**src/rtl/duck_flight_ctrl.sv**
```systemverilog
// duck_flight_ctrl: spawns, flies, drops and escapes the hunt duck on a 1024x768 screen.
module duck_flight_ctrl #(
    parameter int SCREEN_W     = 1024,
    parameter int DUCK_W       = 96,
    parameter int DUCK_H       = 60,
    parameter int GROUND_Y     = 600,
    parameter int STEP_DIV     = 650_000,
    parameter int FLY_SPEED    = 4,
    parameter int FALL_SPEED   = 6,
    parameter int ESCAPE_STEPS = 500
) (
    input  logic        clk,
    input  logic        rst_n,
    input  logic        hunt_start,
    input  logic        duck_killed,
    output logic [11:0] duck_xpos,
    output logic [11:0] duck_ypos,
    output logic        duck_dir_left,
    output logic        duck_falling,
    output logic        duck_visible,
    output logic        duck_escaped
);
    localparam int SW = STEP_DIV > 1 ? $clog2(STEP_DIV) : 1;
    localparam int FW = $clog2(ESCAPE_STEPS + 1) > 6 ? $clog2(ESCAPE_STEPS + 1) : 6;
    localparam logic [11:0] XMAX = 12'(SCREEN_W - DUCK_W);
    localparam logic [11:0] YGND = 12'(GROUND_Y - DUCK_H);
    localparam logic [11:0] FLY  = 12'(FLY_SPEED);
    localparam logic [11:0] FALL = 12'(FALL_SPEED);

    typedef enum logic [1:0] {IDLE, FLYING, ESCAPING, FALLING} state_t;

    state_t        state_q;
    logic [SW-1:0] sc_q;
    logic [FW-1:0] fcnt_q;
    logic [15:0]   lfsr_q;
    logic [11:0]   x_q, y_q;
    logic          dir_left_q, vdown_q, falling_q, visible_q, escaped_q;
    logic          step, vdown_eff, dir_left_d, vdown_d;
    logic [11:0]   spawn_x, x_d, y_d;

    always_comb begin
        step       = sc_q == SW'(STEP_DIV - 1);
        spawn_x    = {2'b00, lfsr_q[9:0]} > XMAX ? {2'b00, lfsr_q[9:0]} - 12'd128 : {2'b00, lfsr_q[9:0]};
        vdown_eff  = (fcnt_q[5:0] == 6'd0 && fcnt_q != '0) ? lfsr_q[0] : vdown_q;
        // Bounce tests run on the old position so subtraction never underflows
        x_d        = dir_left_q ? (x_q < FLY ? 12'd0 : x_q - FLY) : (x_q > XMAX - FLY ? XMAX : x_q + FLY);
        dir_left_d = dir_left_q ? !(x_q < FLY) : (x_q > XMAX - FLY);
        y_d        = vdown_eff ? (y_q > YGND - FLY ? YGND : y_q + FLY) : (y_q < FLY ? 12'd0 : y_q - FLY);
        vdown_d    = vdown_eff ? !(y_q > YGND - FLY) : (y_q < FLY);
    end

    always_ff @(posedge clk or negedge rst_n) begin
        if (!rst_n) begin
            state_q    <= IDLE;
            sc_q       <= '0;
            fcnt_q     <= '0;
            lfsr_q     <= 16'hACE1;
            x_q        <= '0;
            y_q        <= YGND;
            dir_left_q <= 1'b0;
            vdown_q    <= 1'b0;
            falling_q  <= 1'b0;
            visible_q  <= 1'b0;
            escaped_q  <= 1'b0;
        end else begin
            lfsr_q    <= {lfsr_q[14:0], lfsr_q[15] ^ lfsr_q[13] ^ lfsr_q[12] ^ lfsr_q[10]};
            sc_q      <= step ? '0 : sc_q + 1'b1;
            escaped_q <= 1'b0;
            case (state_q)
                IDLE: if (hunt_start) begin
                    state_q    <= FLYING;
                    x_q        <= spawn_x;
                    y_q        <= YGND;
                    dir_left_q <= lfsr_q[15];
                    vdown_q    <= 1'b0;
                    fcnt_q     <= '0;
                    visible_q  <= 1'b1;
                end
                FLYING: if (duck_killed) begin
                    state_q   <= FALLING;
                    falling_q <= 1'b1;
                end else if (step && hunt_start) begin
                    x_q        <= x_d;
                    y_q        <= y_d;
                    dir_left_q <= dir_left_d;
                    vdown_q    <= vdown_d;
                    fcnt_q     <= fcnt_q + 1'b1;
                    if (fcnt_q == FW'(ESCAPE_STEPS - 1)) state_q <= ESCAPING;
                end
                ESCAPING: if (duck_killed) begin
                    state_q   <= FALLING;
                    falling_q <= 1'b1;
                end else if (step) begin
                    if (y_q < FLY) begin
                        state_q   <= IDLE;
                        visible_q <= 1'b0;
                        escaped_q <= 1'b1;
                    end else y_q <= y_q - FLY;
                end
                default: if (step) begin
                    if (y_q >= YGND - FALL) begin
                        state_q   <= IDLE;
                        y_q       <= YGND;
                        falling_q <= 1'b0;
                        visible_q <= 1'b0;
                    end else y_q <= y_q + FALL;
                end
            endcase
        end
    end

    assign duck_xpos     = x_q;
    assign duck_ypos     = y_q;
    assign duck_dir_left = dir_left_q;
    assign duck_falling  = falling_q;
    assign duck_visible  = visible_q;
    assign duck_escaped  = escaped_q;
endmodule
```
**config.mk**
```make
export PLATFORM = sky130hd
export DESIGN_NAME = duck_flight_ctrl
export DESIGN_NICKNAME = d
export VERILOG_FILES = /design/src/rtl/duck_flight_ctrl.sv
export SDC_FILE = /design/constraint.sdc
export NUM_CORES = 1
export LEC_CHECK = 0
export CAP_MARGIN = 20
export CORE_MARGIN = 3
export CORE_UTILIZATION = 28
export DETAILED_ROUTE_END_ITERATION = 6
export PLACE_DENSITY_LB_ADDON = 0.1
export SLEW_MARGIN = 15
export SYNTH_ARGS = -nofsm -noshare
export SYNTH_HDL_FRONTEND = slang
export SYNTH_SLANG_ARGS = --single-unit
```
**constraint.sdc**
```tcl
create_clock -name clk -period 6.2 [get_ports clk]
set_input_delay 1.24 -clock clk [delete_from_list [all_inputs] [get_ports clk]]
set_output_delay 1.24 -clock clk [all_outputs]
set_load 0.02 [all_outputs]
```
==> flow_metrics.py <==
metrics = {
    "worst_setup_path": {
        "critical_path_cell_count": 8,
        "critical-path-max-stage-delay_ps": 670,
        "reg2reg_to": "duck_ypos[7]",
        "endpoint_kind": "register",
        "rrSetupSlack_ps": 3010,
        "critical-path-top-delay-family": "compound AO/OA/AOI/OAI gates",
        "critical_path.n_buffers_inverters": 1,
        "worstPathMaxFanout": 12,
        "timing.rr.start": "duck_ypos[2]",
        "reg2regPathDepth": 8,
        "arrival_ps": 3380,
        "timing.critical_path.from": "duck_ypos[2]",
        "sequence_of_cells_on_the_critical_path": "inv_1 -> ha_1 -> nor3b_1 -> nand3_1 -> a41oi_1 -> nor2_1 -> o311ai_0 -> o311ai_1",
        "critical_path_class": "reg -> reg",
        "timing.critical_path.slowest_stage_cell": "sky130_fd_sc_hd__a41oi_1",
        "critPathLaunchType": "register",
        "critPathRequiredTime_ps": 6390,
        "worst_setup_path_endpoint": "duck_ypos[7]",
    },
    "yosys": {
        "synth_cells": 542,
        "synth_area_leader_cell": "sky130_fd_sc_hd__dfrtp_1",
        "yosys_most_used_dff": "sky130_fd_sc_hd__dfrtp_1",
        "synth_top_cells_by_area": "sky130_fd_sc_hd__dfrtp_1 33%, sky130_fd_sc_hd__dfstp_2 6.5%, sky130_fd_sc_hd__ha_1 4.1%",
        "synth.distinct_cells": 78,
        "postSynth.asyncResetShare_pct": 100,
        "postSynthAreaPerCell_um2": 8.92,
        "yosys.area.top_type_share_pct": 32.6,
        "syn-cell-area_um2": 4830,
        "ys_warn_count": 0,
        "post_synth_net_total": 562,
        "yosys_register_bits": 75,
        "yosysSeqAreaShare_pct": 39.1,
        "number_of_enable_flip_flop_cells_after_synthesis": 0,
    },
    "min_path": {
        "hold_path_class": "reg -> reg",
        "timing.hold.worst.start": "lfsr_q[14]",
    },
    "floorplanning": {
        "fp.dieH_um": 137,
        "core_area_um2": 16800,
        "placementRows": 47,
        "dieArea_um2": 18900,
        "ioPinCount": 32,
        "floorplan.initialDensity_pct": 28.8,
        "fp.dieW_um": 137,
    },
    "power": {
        "clkPwrFrac_pct": 22.2,
        "power.switching_w": 0.00106,
        "power.ir.vdd_worst_mv": 0.160,
        "cellLeakagePower_nw": 2.25,
        "power_density_nw_per_um2": 429,
        "power.switching_fraction_pct": 44.1,
        "share_seq_of_total_power_pct": 31.8,
        "intPower_w": 0.00135,
        "p_comb_share_pct": 46.0,
    },
    "global_route": {
        "grt_overflow_total": 0,
        "pin_count_of_the_biggest_net_entering_global_routing": 76,
        "vias_in_the_first_global_route": 4085,
        "antenna_violations_before_repair": 0,
        "grt_pass1_wl_um": 21600,
        "grt_usage_pct": 14.6,
    },
    "flow_run": {
        "max_cap_viol_count": 0,
    },
    "clocking": {
        "clk_transition_reported_paths_ps": 60,
        "clk_latency_ps": 340,
        "number_of_sinks_driven_by_the_clock_tree": 75,
        "tritoncts": "built",
        "cts_setup_buffers": 0,
        "numCtsBuffers": 9,
        "postCtsResizedCells": 0,
        "cts_htree_levels": 3,
        "ctsRootBufferMaster": "sky130_fd_sc_hd__clkbuf_16",
        "cts_hold_buffers": 0,
        "cts_max_path_buffers": 2,
    },
    "final_layout": {
        "final.fill_count": 1711,
        "finish.net_count": 576,
        "layout_overhead_on_the_synthesized_area_pct": 16.2,
        "layout.cells.non_filler": 781,
        "layout-drive-gt1-share_pct": 9.63,
        "num_antenna_cells": 0,
    },
    "routing": {
        "totalWireLength_um": 13200,
        "drt-pass1-iter-count": 5,
        "drt-vias-per-instance": 5.31,
        "detail_route.drc_violations": 0,
        "detail-route-antenna-nets": 0,
        "final_routed_wire_length_divided_by_cell_count_um": 17.0,
        "route.vias.total": 4148,
        "drtIter0Drc": 296,
    },
    "timing": {
        "report.final.setup_viol": 0,
        "timing_max_transition_violations_final": 0,
        "final.setup.tns_ps": 0,
        "max_freq_mhz": 313,
        "slew_headroom_pct": 33.1,
        "layout_min_cycle_time_ps": 3190,
        "grt_setup_unrepaired": "false",
        "report.final.hold_viol_count": 0,
        "fin_crit_sh_pct": 51.5,
        "tightestPinTransition_ps": 999,
        "fin_worst_skew_ps": 7.86,
    },
    "placement": {
        "post-place-cells": 764,
        "io_buffer_count": 30,
        "hpwl_um": 9010,
        "place.gp.congestion": 0.764,
    },
    "run_status": {
        "status": "finished clean",
    },
}
==> worst min path at each step <==
stage                      end  slack [ps]  cells past startpoint
floorplan           lfsr_q[15]         330                      0
global route        lfsr_q[15]         370                      0
detailed placement  lfsr_q[15]         350                      0
global placement    lfsr_q[15]         340                      0
finish              lfsr_q[15]         350                      0
CTS                 lfsr_q[15]         350                      0
==> through the flow <==
| stage | worst slack, ps | total power, W | instance area (um^2) | hold slack [ps] | util (%) |
|---|---|---|---|---|---|
| after global placement | 2780 | 0.00187 | 5290 | 339 | 31.6 |
| after CTS | 3050 | 0.00242 | 5590 | 352 | 33.3 |
| after detailed placement | 2740 | 0.00187 | 5290 | 345 | 31.6 |
| after floorplan | 3520 | 0.00151 | 4830 | 333 | - |
| final | 3010 | 0.00241 | 5610 | 352 | 33.5 |
| after global routing | 2770 | 0.00260 | 5610 | 367 | 33.5 |
==> layer usage <==
metal / routed length (um) / global-route usage [%]
met5: 0 / 0
met4: 265 / 6.04
met3: 518 / 2.56
met2: 6110 / 22.8
met1: 6350 / 20.0
==> registers in the layout (all words and copies together) (netlist names) <==
register	count
fcnt_q	9
duck_visible	1
state_q	2
duck_xpos	12
lfsr_q	16
duck_dir_left	1
vdown_q	1
duck_falling	1
sc_q	20
duck_ypos	11
duck_escaped	1
==> cells in the final DEF, fill, tap and decap left out, drive strengths merged, types with 12 or more instances in the layout <==
cell type       n
a21oi          30
clkbuf         13
clkdlybuf4s50  29
dfrtp          63
dfstp          12
ha             16
inv            24
nand2          46
nand3          28
nor2           51
nor3           14
o21ai          41
o31ai          13
xnor2          18
xor2           15
==> logic make-up after synthesis <==
logic type               synth area share, %
adder cells (fa/ha/maj)                 4.14
buffers and inverters                   4.58
flip-flops                              39.1
AND/OR/NAND/NOR                         23.7
AO/OA/AOI/OAI                           21.5
other                                 0.0776
multiplexers                           0.906
XOR/XNOR                                5.98
==> worst reg2reg max path, cell delays in order (launching register included) <==
cell	delay (ps)
sky130_fd_sc_hd__dfstp_2	440
sky130_fd_sc_hd__inv_1	200
sky130_fd_sc_hd__ha_1	330
sky130_fd_sc_hd__nor3b_1	410
sky130_fd_sc_hd__nand3_1	360
sky130_fd_sc_hd__a41oi_1	670
sky130_fd_sc_hd__nor2_1	130
sky130_fd_sc_hd__o311ai_0	350
sky130_fd_sc_hd__o311ai_1	150
==> synth_stat cells (3+ instances only) <==
cell	instances
sky130_fd_sc_hd__a22o_1	7
sky130_fd_sc_hd__buf_2	6
sky130_fd_sc_hd__inv_1	23
sky130_fd_sc_hd__xnor2_1	18
sky130_fd_sc_hd__nand3_1	28
sky130_fd_sc_hd__clkbuf_1	20
sky130_fd_sc_hd__a31oi_1	9
sky130_fd_sc_hd__o211ai_1	4
sky130_fd_sc_hd__dfstp_2	12
sky130_fd_sc_hd__nor3b_1	3
sky130_fd_sc_hd__and4_1	3
sky130_fd_sc_hd__o31ai_1	13
sky130_fd_sc_hd__o21a_1	4
sky130_fd_sc_hd__nor4_1	3
sky130_fd_sc_hd__o21ai_1	3
sky130_fd_sc_hd__dfrtp_1	63
sky130_fd_sc_hd__nor2_1	51
sky130_fd_sc_hd__o211a_1	3
sky130_fd_sc_hd__ha_1	16
sky130_fd_sc_hd__a21oi_1	29
sky130_fd_sc_hd__and2_1	3
sky130_fd_sc_hd__and3_1	6
sky130_fd_sc_hd__nand2_1	46
sky130_fd_sc_hd__or4_1	6
sky130_fd_sc_hd__xor2_1	15
sky130_fd_sc_hd__o21ai_0	37
sky130_fd_sc_hd__mux2_2	3
sky130_fd_sc_hd__nor3_1	14
sky130_fd_sc_hd__a211oi_1	4
sky130_fd_sc_hd__a21o_1	3
sky130_fd_sc_hd__nand4_1	7
sky130_fd_sc_hd__nor2b_1	6
sky130_fd_sc_hd__or3_1	9
sky130_fd_sc_hd__nand2b_1	6
==> power groups by stage <==
stage               Sequential, W  Clock [W]  Combinational [W]
floorplan                0.000730          0           0.000780
global placement         0.000772          0            0.00110
detailed placement       0.000771          0            0.00110
CTS                      0.000764   0.000553            0.00110
global route             0.000790   0.000575            0.00123
finish                   0.000766   0.000535            0.00111
==> final cells by class <==
class | count | area, um^2 | share of cell area [%]
Clock inverter | 3 | 46.3 | 0.825
Multi-Input combinational cell | 413 | 2720 | 48.5
Timing Repair Buffer | 33 | 340 | 6.06
Sequential cell | 75 | 1890 | 33.7
Clock buffer | 13 | 250 | 4.46
Inverter | 24 | 90.1 | 1.60
Tap cell | 220 | 275 | 4.90
No activity file was read; power rests on OpenSTA's default activity.
